[src/rtl/wallclock_display_pkg.sv]
// Shared constants for the wall-clock display path: segment encodings,
// digit positions and the slot phase type used by the scanner.
package wallclock_display_pkg;

    // Active-low {g,f,e,d,c,b,a}
    localparam logic [6:0] SEG_BLANK = 7'h7F;
    localparam logic [6:0] SEG_DASH  = 7'h3F;

    localparam logic [6:0] SEG_0 = 7'h40;
    localparam logic [6:0] SEG_1 = 7'h79;
    localparam logic [6:0] SEG_2 = 7'h24;
    localparam logic [6:0] SEG_3 = 7'h30;
    localparam logic [6:0] SEG_4 = 7'h19;
    localparam logic [6:0] SEG_5 = 7'h12;
    localparam logic [6:0] SEG_6 = 7'h02;
    localparam logic [6:0] SEG_7 = 7'h78;
    localparam logic [6:0] SEG_8 = 7'h00;
    localparam logic [6:0] SEG_9 = 7'h10;

    localparam int IDX_SEC_ONES = 0;
    localparam int IDX_SEC_TENS = 1;
    localparam int IDX_MIN_ONES = 2;
    localparam int IDX_MIN_TENS = 3;
    localparam int IDX_HR_ONES  = 4;
    localparam int IDX_HR_TENS  = 5;

    // Colon dots sit on the ones digit of minutes and hours
    localparam logic [5:0] COLON_MASK = (6'b000001 << IDX_MIN_ONES) |
                                        (6'b000001 << IDX_HR_ONES);

    typedef enum logic {
        SLOT_GUARD = 1'b0,
        SLOT_DRIVE = 1'b1
    } slot_state_t;

endpackage

[src/rtl/seg7_decode.sv]
// Combinational BCD to active-low seven-segment decoder; non-BCD shows a dash.
module seg7_decode
    import wallclock_display_pkg::*;
(
    input  logic [3:0] bcd,
    output logic [6:0] seg
);

    // Table lookup, anything above 9 renders as a dash
    always_comb begin
        seg = SEG_DASH;
        case (bcd)
            4'd0: seg = SEG_0;
            4'd1: seg = SEG_1;
            4'd2: seg = SEG_2;
            4'd3: seg = SEG_3;
            4'd4: seg = SEG_4;
            4'd5: seg = SEG_5;
            4'd6: seg = SEG_6;
            4'd7: seg = SEG_7;
            4'd8: seg = SEG_8;
            4'd9: seg = SEG_9;
            default: seg = SEG_DASH;
        endcase
    end

endmodule

[src/rtl/display_scanner.sv]
// Six-digit multiplexed display scanner with per-frame snapshot, guard gap,
// leading-zero blanking and blink support.
//
// slot state | meaning
// -----------+-----------------------------------------------
// SLOT_GUARD | slotCnt < GUARD: all anodes off (anti-ghosting)
// SLOT_DRIVE | remaining slot cycles: anode of digitIdx driven
module display_scanner
    import wallclock_display_pkg::*;
#(
    parameter int NUM_DIGITS   = 6,
    parameter int SCAN_DIV     = 1000,
    parameter int GUARD        = 50,
    parameter int BLINK_FRAMES = 60
) (
    input  logic        inputClock,
    input  logic        reset,
    input  logic [23:0] digits,
    input  logic [5:0]  blinkMask,
    input  logic        blankLeadingZero,
    input  logic        colonEn,
    output logic [5:0]  anode,
    output logic [6:0]  segments,
    output logic        dp,
    output logic        frameStart
);

    localparam int SW = (SCAN_DIV > 1) ? $clog2(SCAN_DIV) : 1;
    localparam int FW = (BLINK_FRAMES > 1) ? $clog2(BLINK_FRAMES) : 1;
    localparam logic [SW-1:0] SLOT_LAST  = SW'(SCAN_DIV - 1);
    localparam logic [SW-1:0] GUARD_END  = SW'(GUARD);
    localparam logic [FW-1:0] FRAME_LAST = FW'(BLINK_FRAMES - 1);
    localparam logic [2:0]    DIGIT_LAST = 3'(NUM_DIGITS - 1);

    logic [SW-1:0] slotCnt, slotNext;
    logic [2:0]    digitIdx, digitNext;
    logic [FW-1:0] frameCnt, frameNext;
    logic          blinkPhase, phaseNext;
    logic [23:0]   snapshot, snapNext;
    logic          frameStartNext;

    slot_state_t   slotState;
    logic [3:0]    nibble;
    logic [6:0]    decoded;
    logic [5:0]    anodeNext;
    logic [6:0]    segNext;
    logic          dpNext;

    seg7_decode u_decode (
        .bcd (nibble),
        .seg (decoded)
    );

    // Scan counters, blink timing and the frame snapshot
    always_comb begin
        slotNext       = slotCnt + 1'b1;
        digitNext      = digitIdx;
        frameNext      = frameCnt;
        phaseNext      = blinkPhase;
        snapNext       = snapshot;
        frameStartNext = 1'b0;
        if (slotCnt == SLOT_LAST) begin
            slotNext = '0;
            if (digitIdx == DIGIT_LAST) begin
                digitNext = '0;
                if (frameCnt == FRAME_LAST) begin
                    frameNext = '0;
                    phaseNext = ~blinkPhase;
                end else begin
                    frameNext = frameCnt + 1'b1;
                end
            end else begin
                digitNext = digitIdx + 1'b1;
            end
        end
        // The first slot of a frame is always a guard cycle, so the fresh
        // snapshot is ready before any digit is driven from it.
        if (digitIdx == '0 && slotCnt == '0) begin
            snapNext       = digits;
            frameStartNext = 1'b1;
        end
    end

    // Select the nibble for the digit currently being scanned
    always_comb begin
        nibble = '0;
        case (digitIdx)
            3'(IDX_SEC_ONES): nibble = snapshot[3:0];
            3'(IDX_SEC_TENS): nibble = snapshot[7:4];
            3'(IDX_MIN_ONES): nibble = snapshot[11:8];
            3'(IDX_MIN_TENS): nibble = snapshot[15:12];
            3'(IDX_HR_ONES):  nibble = snapshot[19:16];
            3'(IDX_HR_TENS):  nibble = snapshot[23:20];
            default:          nibble = '0;
        endcase
    end

    // Slot phase and the output values it implies
    always_comb begin
        slotState = (slotCnt < GUARD_END) ? SLOT_GUARD : SLOT_DRIVE;
        anodeNext = 6'h3F;
        segNext   = SEG_BLANK;
        dpNext    = 1'b1;
        case (slotState)
            SLOT_DRIVE: begin
                anodeNext = ~(6'b000001 << digitIdx);
                if (blinkMask[digitIdx] && blinkPhase) begin
                    segNext = SEG_BLANK;
                end else if (digitIdx == 3'(IDX_HR_TENS) && blankLeadingZero &&
                             nibble == 4'd0) begin
                    segNext = SEG_BLANK;
                end else begin
                    segNext = decoded;
                end
                // Blanking never hides the colon
                dpNext = ~(colonEn && COLON_MASK[digitIdx]);
            end
            default: begin
                anodeNext = 6'h3F;
            end
        endcase
    end

    // State and registered outputs, synchronous reset back to digit 0 slot 0
    always_ff @(posedge inputClock) begin
        if (reset) begin
            slotCnt    <= '0;
            digitIdx   <= '0;
            frameCnt   <= '0;
            blinkPhase <= 1'b0;
            snapshot   <= '0;
            anode      <= 6'h3F;
            segments   <= SEG_BLANK;
            dp         <= 1'b1;
            frameStart <= 1'b0;
        end else begin
            slotCnt    <= slotNext;
            digitIdx   <= digitNext;
            frameCnt   <= frameNext;
            blinkPhase <= phaseNext;
            snapshot   <= snapNext;
            anode      <= anodeNext;
            segments   <= segNext;
            dp         <= dpNext;
            frameStart <= frameStartNext;
        end
    end

endmodule
[config.mk]
export PLATFORM = sky130hd
export DESIGN_NAME = display_scanner
export DESIGN_NICKNAME = d
export VERILOG_FILES = /design/src/rtl/wallclock_display_pkg.sv /design/src/rtl/seg7_decode.sv /design/src/rtl/display_scanner.sv
export SDC_FILE = /design/constraint.sdc
export NUM_CORES = 1
export LEC_CHECK = 0
export ABC_AREA = 1
export BUFFER_PORTS_ARGS = -buffer_cell sky130_fd_sc_hd__buf_2
export CORE_UTILIZATION = 42
export DETAILED_ROUTE_END_ITERATION = 8
export GPL_TIMING_DRIVEN = 0
export PLACE_DENSITY = 0.65
export SYNTH_ARGS = -nofsm -noshare
export SYNTH_HDL_FRONTEND = slang
export SYNTH_SLANG_ARGS = --single-unit
[constraint.sdc]
create_clock -name inputClock -period 1.98 [get_ports inputClock]
set_input_delay 0.099 -clock inputClock [delete_from_list [all_inputs] [get_ports inputClock]]
set_output_delay 0.099 -clock inputClock [all_outputs]
set_load 0.02 [all_outputs]
# After elaboration in Yosys (flattened, before gate mapping)
# Memory sizes are Yosys's and may differ from the RTL's. A register that Yosys moved wholly into a read port is not among the register bits.
# Cells that the tools add are included.
# W data, S select, Z words.
dict set report word_totals {
  elab_cells 48
  reg_bits 52
  rom_bits 120
  n_memories 2
}
dict set report classes {
  n_eq_ne 7
  bitwise 3
  order_cmp 2
  muxes 9
  n_reduce_logical 13
  add_sub_neg 3
  n_shift 1
}
# name words width read_ports rd_clocked_by_memory_dff wr line
set mem_list {}
lappend mem_list {{(name not given)} 16 7 1 1 0 seg7_decode.sv:12} ;# case (bcd)
lappend mem_list {{(name not given)} 8 1 1 1 0 display_scanner.sv:116} ;# dpNext = ~(colonEn && COLON_MASK[digitIdx]);
# cell count
set ops {}
lappend ops {{$pmux W4 S6} 1}
lappend ops {{$add A10 B1 Y10 const B} 1}
lappend ops {{$eq A10 B10 Y1 const B} 1}
lappend ops {{$logic_not A10 Y1} 1}
lappend ops {{$lt A10 B6 Y1 const B} 1}
lappend ops {{$mux W3} 3}
lappend ops {{$add A6 B1 Y6 const B} 1}
lappend ops {{$eq A3 B2 Y1 const B} 2}
lappend ops {{$eq A3 B3 Y1 const B} 2}
lappend ops {{$eq A6 B6 Y1 const B} 1}
lappend ops {{$mux W6} 1}
lappend ops {{$not A6 Y6} 1}
lappend ops {{$shl A1 B3 Y6 const A} 1}
lappend ops {{$logic_and A1 B1 Y1} 5}
lappend ops {{$logic_not A4 Y1} 1}
lappend ops {{$lt A3 B4 Y1 const B} 1}
lappend ops {{$reduce_or A2 Y1} 2}
lappend ops {{$reduce_or A4 Y1} 1}
lappend ops {{$add A3 B1 Y3 const B} 1}
lappend ops {{$bmux W1 S3} 1}
lappend ops {{$eq A3 B1 Y1 const B} 1}
lappend ops {{$logic_not A3 Y1} 1}
lappend ops {{$mux W1} 3}
lappend ops {{$reduce_and A3 Y1} 1}
lappend ops {{other kinds (2)} 3}

# Longest topological paths before layout
# Gate-level depths: netlist of the first run.
dict set report logic_depth {
  ltp_word 5
  depth_mapped 16
  ltp_nobuf 15
}

# By module
# Synthesis of the first run repeated with hierarchy kept, for this count alone.
dict set report unflattened {
  cells_unflattened 398
  hier_area_um2 2867.8
}
# mod cells_per_inst instances area_each_um2
set by_module_without_submodules {}
lappend by_module_without_submodules {display_scanner 363 1 2680.1}
lappend by_module_without_submodules {seg7_decode 35 1 187.7}

# Worst setup path after synthesis of the first run
# Ideal clock, no wire load.
dict set report synth_timing {
  kind {input to register}
  start {input port digitIdx[1]}
  end {register segments[0]}
  stages 14
  path_buffers 0
  t_arrival_ps 1730
  slack_ps 131
  cell_sequence {dfxtp_1 > nand2_1 > inv_1 > ha_1 > nand2_1 > nand2_1 > nor2_1 > nand2_2 > inv_1 > ha_1 > nand2_1 > nor2_1 > a21oi_4 > nand2_1}
}
dict set report synth_between {
  elab_chain_cells 5
  elab_cells_between_ends 14
  classes_between {5 x eq/ne; 3 x mux; 6 x reduce/logical}
}
# element line
set synth_rtl {}
lappend synth_rtl {{start, declared} display_scanner.sv:36} ;# logic [2:0] digitIdx, digitNext;
lappend synth_rtl {{$eq A3 B3 Y1, or another cell as far along} {display_scanner.sv:87, display_scanner.sv:109}}
lappend synth_rtl {{$pmux W4 S6} display_scanner.sv:87} ;# case (digitIdx)
lappend synth_rtl {{$logic_not A4 Y1} display_scanner.sv:110} ;# nibble == 4'd0) begin
lappend synth_rtl {{$logic_and A1 B1 Y1} display_scanner.sv:109} ;# end else if (digitIdx == 3'(IDX_HR_TENS) && blankLeadingZero &&
lappend synth_rtl {{$reduce_or A4 Y1 (no source line)} n/a}
lappend synth_rtl {{end, declared} display_scanner.sv:23} ;# output logic [6:0] segments,
# Parallel ways exist; a longest one is shown, timed or not. The select of a mux whose other input is x is not followed.
# A chain may end at the register's enable or synchronous reset.

# Worst setup path in the final report of the first run
dict set report layout_timing {
  start {input port digitIdx[0]}
  end {register segments[3]}
}
# The elaborated chain is that of the path after synthesis.

==> flow_summary_export.csv, run 1 <==
group,metric,value,unit
outcome,status,"finished clean",
grt,grt_max_degree,11,
yosys,synthSimpleGateAreaFrac,31.8,%
setup_path,end_kind,"flip-flop",
yosys,synth_compound_area_share,14.3,%
clock_tree,cts-root-buf,"clkbuf_8",
die,start_util,43.2,%
yosys,async_flop_share,0,%
clock_tree,cts.sinks,60,
clock_tree,cts-htree-levels,3,
route,wirelength,7.11,mm
grt,grt_pass1_vias,2634,
yosys,ys.flop_type,"dfxtp_1",
route,drtIter0Drc,115,
clock_tree,cts_tree,"yes",
route,wl_met3,300,um
die,die_area,7290,um2
setup_path,worstReg2RegEnd,"segments[3]",
die,ioPinCount,49,
yosys,synth_fp_nets,441,
yosys,ys_ff_latch,60,
yosys,synth_top_family_by_area,"simple AND/OR/NAND/NOR gates",
route,first_pass_iters,4,
clock_tree,clk_pin_slew,0.07,ns
yosys,synth_top_area_share,41.1,%
cells_and_area,fin_nets,524,
min_path,holdPathEnd,"snapshot[16]",
yosys,synth.distinct_cells,38,
sta,worstMarginPinSlew,0.497,ns
yosys,netlist_instances,398,
sta,rsz0062_at_grt,"yes",
grt,grt_overflow,0,
yosys,synth_enable_flop_cells,0,
route,wl_met2,3.57,mm
yosys,synth_common_cells,"75 x nand2_1, 60 x dfxtp_1, 58 x nor2_1",
yosys,syn_avg_cell_area,7.33,um2
power,p_leak,1.64,nW
run,maxCapViolCount,0,
yosys,synth_most_common_cell,"nand2_1",
yosys,synth-xor-area-share,1.50,%
power,ir_drop,411,uV
sta,setup-violations-final,0,
die,die_h,85.4,um
yosys,synth.area.mux_share,0,%
clock_tree,clk_latency,0.34,ns
power,p_per_area,743,nW/um2
route,highest_layer,"met4",
min_path,hold_depth,3,
setup_path,reg2reg_depth,13,
setup_path,crit_path_start_kind,"flip-flop",
yosys,yosysSeqAreaShare,41.1,%
yosys,netlist_area,2920,um2
clock_tree,numCtsBuffers,9,
clock_tree,cts_buffer_depth,2,
yosys,synth_area_leaders,"dfxtp_1 41%, nand2_1 9.6%, nor2_1 7.5%",
cells_and_area,diodes,0,
route,drc,0,
route,drtAntennaViolNets,0,
min_path,hold_path.startpoint,"digits[16]",
sta,slew_headroom,66.8,%
route,routed-via-count,2835,
min_path,hp-class,"in -> reg",
route,wire_per_inst,12.6,um
cells_and_area,final-seq-area,1210,um2
placed_design,hpwl,5.03,mm
sta,finalCritPeriodShare,94.8,%
sta,timing.fmax,533,MHz
setup_path,cp_max_fo,5,
die,row_count,30,
grt,grt_pass1_wl,11.8,mm
yosys,synth_fa_ha_area_share,3.86,%
setup_path,reg2reg_from,"digitIdx[0]",
yosys,yosys_warnings,0,
cells_and_area,n_fill_cell,660,
cells_and_area,area_growth,28.5,%
route,met1Wirelength,3.13,mm
cells_and_area,stdcell_count,565,
die,coreArea,6760,um2
setup_path,cp.required,2.21,ns
setup_path,r2r_slack,0.10,ns
sta,fin_hold_ws,0.00856,ns
yosys,synth_area_leader_cell,"dfxtp_1",
placed_design,dp.cells,525,
die,die_x,85.4,um
route,vias_per_cell,5.02,
cells_and_area,drive_above_1_share,25.6,%
sta,fin_skew,0.00658,ns
sta,hold_violations,0,
grt,antenna_found_initial,0,
placed_design,place_congestion,0.872,
cells_and_area,multi_input_area,1560,um2
sta,drv_slew,0,
placed_design,io_buffers,47,
grt,grt_usage,20.7,%
sta,fin_crit,1.88,ns
setup_path,crit_arrival,2.11,ns
setup_path,path_class,"reg -> reg",
==> sequential cells by signal, indices dropped and copies added, names as in the netlist, named ones only <==
| signal | cells |
|---|---|
| segments | 7 |
| frameCnt | 6 |
| dp | 1 |
| digitIdx | 3 |
| slotCnt | 10 |
| snapshot | 24 |
| blinkPhase | 1 |
| frameStart | 1 |
| anode | 6 |
==> layout make-up <==
| cell class | count | area share, % |
|---|---|---|
| multi-input combinational | 289 | 41.6 |
| sequential | 60 | 32.2 |
| timing repair buffer | 72 | 12.6 |
| clock buffer | 14 | 4.87 |
| inverter | 37 | 3.84 |
| tap | 80 | 2.67 |
| buffer | 12 | 2.04 |
| clock inverter | 1 | 0.133 |
==> cells by family after synthesis <==
family	Yosys count
and+or+nand+nor	199
AOI/OAI and AO/OA	76
DFF	60
buffers and inverters	49
adders and majority gates	9
xor gates and xnor gates	5
==> layer usage <==
metal | track usage (%) | vias to the layer above
li1 | - | 1464
met1 | 24.9 | 1309
met2 | 35.3 | 51
met3 | 5.16 | 11
met4 | 8.48 | 0
met5 | 0 | -
==> how the worst max path moves through the flow <==
stage / cells after the start / to / start
floorplan: 13 / segments[0] / digitIdx[1]
global placement: 13 / segments[3] / digitIdx[1]
detailed placement: 13 / segments[2] / digitIdx[1]
CTS: 10 / segments[3] / digitIdx[2]
global route: 13 / segments[3] / digitIdx[0]
finish: 13 / segments[3] / digitIdx[0]
==> worst max-delay path: stages, from the launching register on <==
cell	delay [ns]
dfxtp_2	0.32
buf_6	0.13
nor2_4	0.18
buf_6	0.14
nand3_1	0.08
nand2_1	0.09
nor2_2	0.04
nand2_2	0.09
inv_2	0.07
ha_1	0.28
a21oi_2	0.12
nor2_1	0.06
nor2_1	0.09
nand2_1	0.06
==> timing repair <==
| item | CTS | global route |
|---|---|---|
| hold buffers | 17 | 1 |
| endpoints found under the hold margin | 17 | 1 |
| endpoints found under the setup margin | 7 | 12 |
| gates resized for setup | 2 | 24 |
| gates cloned | 0 | 1 |
| buffers inserted | 3 | 3 |
| pin swaps | 3 | 8 |
==> through the flow <==
stage / setup TNS [ns] / utilization (%) / setup slack [ns] / power [mW] / cell area [um2]
after CTS: 0 / 53.9 / 0.0113 / 2.79 / 3640
after global placement: -0.795 / 48.2 / -0.119 / 1.72 / 3250
after detailed placement: -1.16 / 48.2 / -0.180 / 1.72 / 3250
after global routing: -0.0263 / 55.5 / -0.0213 / 2.93 / 3750
after floorplan: 0 / - / 0.131 / 1.61 / 2920
final: 0 / 55.5 / 0.102 / 2.79 / 3750
==> where the power goes <==
group,internal (mW),total (mW),switching (mW)
registers,1.27,1.32,0.0411
logic,0.184,0.425,0.240
clock network,0.583,1.05,0.464
==> layout by cell type (no fill, tap or decap), drive strengths merged <==
cell type    instances
inv                 37
dfxtp               60
and2                 1
a21oi               41
or2                  2
xor2                 3
clkbuf              18
buf                 62
clkinv               1
a21boi               1
ha                   9
o21ai               31
nand4                7
dlygate4sd3         18
nor4                 3
nor3b                1
nand3               28
a22oi                1
nor2                66
nand3b               1
xnor2                2
nand2               83
o21bai               1
o31ai                1
nor3                 7
Power figures use the tool's default switching activity.
==> inputs of run 2 (changes only) <==
CORE_ASPECT_RATIO = 1.2   (was not set)
PLACE_DENSITY = 0.68   (was 0.65)
==> run 2 against run 1 <==
Against the previous run:
- the run now ends with hold timing left
- power grew 2.7%
- combinational power shrank 4%
- design area shrank 1.8%
- sequential power is essentially flat
- clock-buffer cell count is the same
- flip-flop and latch count is the same
- worst setup slack gained 0.0014 ns
- core utilization grew 0.60 points
- clock power grew 9%
- routed wire length shrank 3.3%
- sequential share of layout area grew 0.58 points
- critical endpoint is now segments[5]
- largest power group unchanged
==> flow_summary_export.csv, run 2 (same netlist as run 1, synthesis figures left out) <==
group,metric,value,unit
outcome,status,"finished, violations left",
outcome,violations,"hold timing",
sta,slew_headroom,67.1,%
die,die_area,7290,um2
sta,fin_skew,0.00868,ns
sta,hold_violations,1,
die,die_x,78.1,um
min_path,hp-class,"in -> reg",
power,p_leak,1.62,nW
power,p_per_area,777,nW/um2
sta,fin_hold_ws,-0.000976,ns
route,routed-via-count,2795,
clock_tree,numCtsBuffers,9,
grt,use_met1,23.1,%
placed_design,hpwl,4.94,mm
die,ioPinCount,49,
setup_path,crit_path_start_kind,"flip-flop",
die,row_count,32,
die,die_h,93.3,um
power,swShare,25.7,%
sta,finalCritPeriodShare,94.8,%
placed_design,place_worst_setup_slack,-0.121,ns
grt,grt_usage,19.7,%
grt,grt.busiest_layer,"met2",
power,p_clk_share,39.8,%
run,maxCapViolCount,0,
setup_path,cp_max_fo,7,
setup_path,cp.required,2.20,ns
power,power.switching,0.735,mW
power,pwr-share-seq,46.0,%
cells_and_area,final_common_cell,"nand2_1",
clock_tree,cts.sinks,60,
cells_and_area,largest-register,"snapshot",
sta,finalWorstSetupSlack,0.104,ns
die,coreArea,6570,um2
cells_and_area,diodes,0,
cells_and_area,n_fill_cell,638,
clock_tree,cts-root-buf,"clkbuf_8",
cells_and_area,reg_top3,"snapshot (24), slotCnt (10), segments (7)",
cells_and_area,layout_common_cells,"73 x nand2_1, 57 x dfxtp_1, 55 x nor2_1, 52 x buf_2, 40 x a21oi_1",
cells_and_area,area_growth,26.2,%
grt,grt_pass1_vias,2510,
sta,rsz0062_at_grt,"yes",
clock_tree,cts_tree,"yes",
power,comb_power_share,14.2,%
cells_and_area,postLayoutCoreUtil,56.1,%
grt,use_met2,33.8,%
grt,antenna_found_initial,0,
placed_design,io_buffers,47,
sta,timing.fmax,533,MHz
grt,grt_pass1_wl,11.1,mm
grt,grt_use_met3,3.90,%
clock_tree,clk_latency,0.34,ns
cells_and_area,fin_nets,519,
setup_path,path_class,"reg -> reg",
setup_path,crit_arrival,2.10,ns
sta,fin_crit,1.88,ns
route,wire_per_inst,12.2,um
grt,grt_max_degree,11,
clock_tree,clk_pin_slew,0.07,ns
route,drtAntennaViolNets,0,
cells_and_area,largest_reg_flops,24,
clock_tree,cts-htree-levels,3,
route,first_pass_iters,4,
clock_tree,cts_buffer_depth,2,
route,drc,0,
sta,worstMarginPinSlew,0.493,ns
route,drtIter0Drc,147,
sta,setup-violations-final,0,
power,ir_drop,387,uV
route,vias_per_cell,4.95,
power,p_int,2.13,mW
cells_and_area,drive_above_1_share,24.6,%
setup_path,end_kind,"flip-flop",
sta,drv_slew,0,
placed_design,place_congestion,0.857,
grt,grt_overflow,0,
route,wirelength,6.88,mm
die,start_util,44.5,%
==> run 2: cell type report <==
class	count	area, um2	share of cell area [%]
well taps	85	106	2.89
clock buffers	14	173	4.69
inverters	37	141	3.84
clock inverters	1	30.0	0.815
plain buffers	12	76.3	2.07
multi-input cells	289	1540	41.7
repair buffers	67	414	11.2
flip-flops and latches	60	1210	32.8
==> run 2: path summary, 6_finish.rpt <==
| path | cells after the start | slack [ns] | to | startpoint |
|---|---|---|---|---|
| hold reg to reg | 1 | 0.39 | dp | flip-flop |
| hold / removal | 3 | -0.001 | snapshot[17] | digits[17] |
| setup reg to reg | 13 | 0.10 | segments[5] | digitIdx[0] |
| setup / recovery | 13 | 0.10 | segments[5] | digitIdx[0] |
==> run 2: power groups by stage <==
stage | registers, mW | clock network [mW] | logic, mW
floorplan | 1.33 | 0 | 0.281
global placement | 1.34 | 0 | 0.369
detailed placement | 1.34 | 0 | 0.377
CTS | 1.32 | 1.15 | 0.395
global route | 1.32 | 1.21 | 0.461
finish | 1.32 | 1.14 | 0.408
==> run 2: critical path: stages, from the launching register on <==
cell     delay, ns
dfxtp_2       0.32
buf_6         0.13
nor2_4        0.16
buf_6         0.14
nand3_1       0.06
nand2_1       0.10
nor2_2        0.06
nand2_4       0.10
inv_2         0.06
ha_1          0.21
nand2_1       0.06
nor2_1        0.06
a21oi_4       0.22
nand2_1       0.08
==> run 2: timing repair <==
item,CTS,global route
buffers inserted,2,6
setup endpoints to repair,7,8
hold endpoints to repair,11,0
pin swaps,2,3
hold buffers,11,0
gates cloned,0,1
gates resized for setup,3,13
==> run 2: per-stage QoR <==
| step | instances | power [mW] | setup TNS [ns] | cell area, um2 |
|---|---|---|---|---|
| 5_1_grt | 565 | 3.00 | -0.0746 | 3680 |
| 3_5_place_dp | 530 | 1.72 | -0.732 | 3260 |
| 2_1_floorplan | 398 | 1.61 | 0 | 2920 |
| 4_1_cts | 558 | 2.86 | 0 | 3590 |
| 3_3_place_gp | 530 | 1.71 | -0.763 | 3260 |
| 6_report | 565 | 2.86 | 0 | 3680 |
==> run 2: per-layer routing <==
layer / vias to the layer above / share of wire, %
met5: - / 0
met4: 0 / 1.9
met3: 10 / 3.2
met2: 61 / 50
met1: 1267 / 44
li1: 1457 / -
==> inputs of run 3 (changes only) <==
CORE_UTILIZATION = 45   (was 42)
PLACE_DENSITY = 0.72   (was 0.68)
==> run 3 against run 2 <==
Against the previous run:
- the run now ends clean
- critical path depth is 3 higher
- routed wire length is 1.7% lower
- hold slack better by 0.0016 ns
- combinational power hardly changed
- sequential share of layout area hardly changed
- die area is 6.5% lower
- worst setup slack worse by 0.0010 ns
- global-route usage is 2.4 points higher
- core utilization is 3.5 points higher
==> flow_summary_export.csv, run 3 (same netlist as run 1, synthesis figures left out) <==
group,metric,value,unit
outcome,status,"finished clean",
cells_and_area,n_fill_cell,556,
route,routed-via-count,2830,
clock_tree,cts.sinks,60,
setup_path,cp.required,2.23,ns
sta,finalSetupTns,0,ns
die,start_util,47.3,%
setup_path,crit_arrival,2.12,ns
cells_and_area,final_area,3680,um2
setup_path,reg2reg_from,"digitIdx[0]",
power,p_per_area,838,nW/um2
power,total_power,3.08,mW
power,p_int,2.31,mW
cells_and_area,stdcell_count,555,
cells_and_area,largest-register,"snapshot",
sta,fin_skew,0.0161,ns
die,die_area,6810,um2
route,drtAntennaViolNets,0,
setup_path,reg2reg_depth,16,
die,ioPinCount,49,
placed_design,place_congestion,0.864,
cells_and_area,final_common_cell,"nand2_1",
cells_and_area,reg_top3,"snapshot (24), slotCnt (10), segments (7)",
min_path,hold_depth,3,
die,row_count,31,
run,maxCapViolCount,0,
power,p_clk_share,44.0,%
placed_design,hpwl,4.93,mm
placed_design,io_buffers,47,
power,p_leak,1.60,nW
cells_and_area,fin_nets,512,
grt,grt_pass1_vias,2646,
route,drc,0,
clock_tree,cts-htree-levels,3,
grt,grt_max_degree,11,
cells_and_area,drive_above_1_share,24.9,%
sta,timing.fmax,533,MHz
min_path,hold_path.startpoint,"digits[15]",
grt,antenna_found_initial,0,
setup_path,r2r_slack,0.10,ns
cells_and_area,largest_reg_flops,24,
die,coreArea,6170,um2
die,die_h,90.2,um
cells_and_area,diodes,0,
min_path,hp-class,"in -> reg",
sta,slew_headroom,65.9,%
power,pwr-share-seq,42.7,%
clock_tree,cts-root-buf,"clkbuf_8",
setup_path,end_kind,"flip-flop",
cells_and_area,layout_common_cells,"73 x nand2_1, 58 x dfxtp_1, 55 x nor2_1, 51 x buf_2, 39 x a21oi_1",
power,swShare,25.1,%
grt,grt_usage,22.1,%
clock_tree,clk_latency,0.35,ns
route,drtIter0Drc,166,
grt,grt_overflow,0,
sta,fin_crit,1.88,ns
route,wire_per_inst,12.2,um
min_path,holdPathEnd,"snapshot[15]",
clock_tree,cts_tree,"yes",
route,vias_per_cell,5.10,
sta,drv_slew,0,
route,first_pass_iters,4,
setup_path,path_class,"reg -> reg",
clock_tree,clk_pin_slew,0.08,ns
sta,setup-violations-final,0,
clock_tree,cts_buffer_depth,2,
cells_and_area,area_growth,25.9,%
grt,grt_pass1_wl,11.5,mm
placed_design,place_area,3260,um2
setup_path,crit_path_start_kind,"flip-flop",
power,comb_power_share,13.3,%
setup_path,worstReg2RegEnd,"segments[5]",
power,ir_drop,510,uV
setup_path,cp_max_fo,10,
power,power.switching,0.773,mW
sta,hold_violations,0,
sta,worstMarginPinSlew,0.512,ns
sta,finalCritPeriodShare,94.8,%
clock_tree,numCtsBuffers,9,
die,die_x,75.5,um
placed_design,dp.cells,527,
route,wirelength,6.77,mm
-- run 3: area by class of cell --
class                           count  area [um2]  share of cell area (%)
Sequential cell                    60        1210                    32.8
Clock buffer                       10         138                    3.74
Tap cell                           82         103                    2.79
Multi-Input combinational cell    289        1560                    42.4
Inverter                           37         141                    3.85
Clock inverter                      5         100                    2.72
Buffer                             12        76.3                    2.08
Timing Repair Buffer               60         353                    9.60
-- run 3: power by group through the flow --
stage	registers (mW)	logic, mW	clock network, mW
final	1.32	0.410	1.35
after global routing	1.32	0.468	1.42
after CTS	1.32	0.391	1.36
after detailed placement	1.34	0.377	0
after global placement	1.34	0.366	0
after floorplan	1.33	0.281	0
-- run 3: what timing repair did --
action,4_1_cts,5_1_grt
pin swaps,3,2
gates resized for setup,5,13
hold endpoints to repair,8,0
setup endpoints to repair,7,9
hold buffers,8,0
setup buffers,3,2
-- run 3: metal layers --
layer  wire (um)  GRT usage, %  vias to the layer above  share of wire [%]
li1            -             -                     1445                  -
met2        3380          36.1                       63                 50
met3         256          4.37                       16                3.8
met1        2930          26.2                     1306                 43
met4         202          12.5                        0                3.0
met5           0             0                        -                  0
-- run 3: stage by stage --
stage                     hold WS [ns]  worst slack (ns)  utilization [%]
after floorplan                  0.184             0.131                -
final                         0.000667             0.103             59.6
after detailed placement         0.296            -0.207             52.8
after CTS                      0.00119           0.00531             58.6
after global placement           0.296            -0.124             52.8
after global routing            0.0101          -0.00707             59.6
-- run 3: worst max-delay path by stage --
| stage | startpoint | slack [ns] | end |
|---|---|---|---|
| after global placement | digitIdx[1] | -0.12 | segments[0] |
| after CTS | digitIdx[0] | 0.005 | segments[6] |
| final | digitIdx[0] | 0.10 | segments[5] |
| after detailed placement | digitIdx[1] | -0.21 | segments[6] |
| after global routing | digitIdx[0] | -0.007 | segments[6] |
| after floorplan | digitIdx[1] | 0.13 | segments[0] |
-- run 3: critical path, stage by stage, from the launching register on --
cell and delay, ns:
dfxtp_1 0.31, buf_6 0.14, nand2_1 0.06, inv_1 0.06, ha_4 0.18, nand2_1 0.07
nand2_1 0.05, nor2_1 0.17, nand2_4 0.10, buf_4 0.16, ha_1 0.19, inv_1 0.07
nand2_1 0.05, nand3_1 0.06, nand2_1 0.05, inv_1 0.04, nand2_1 0.04
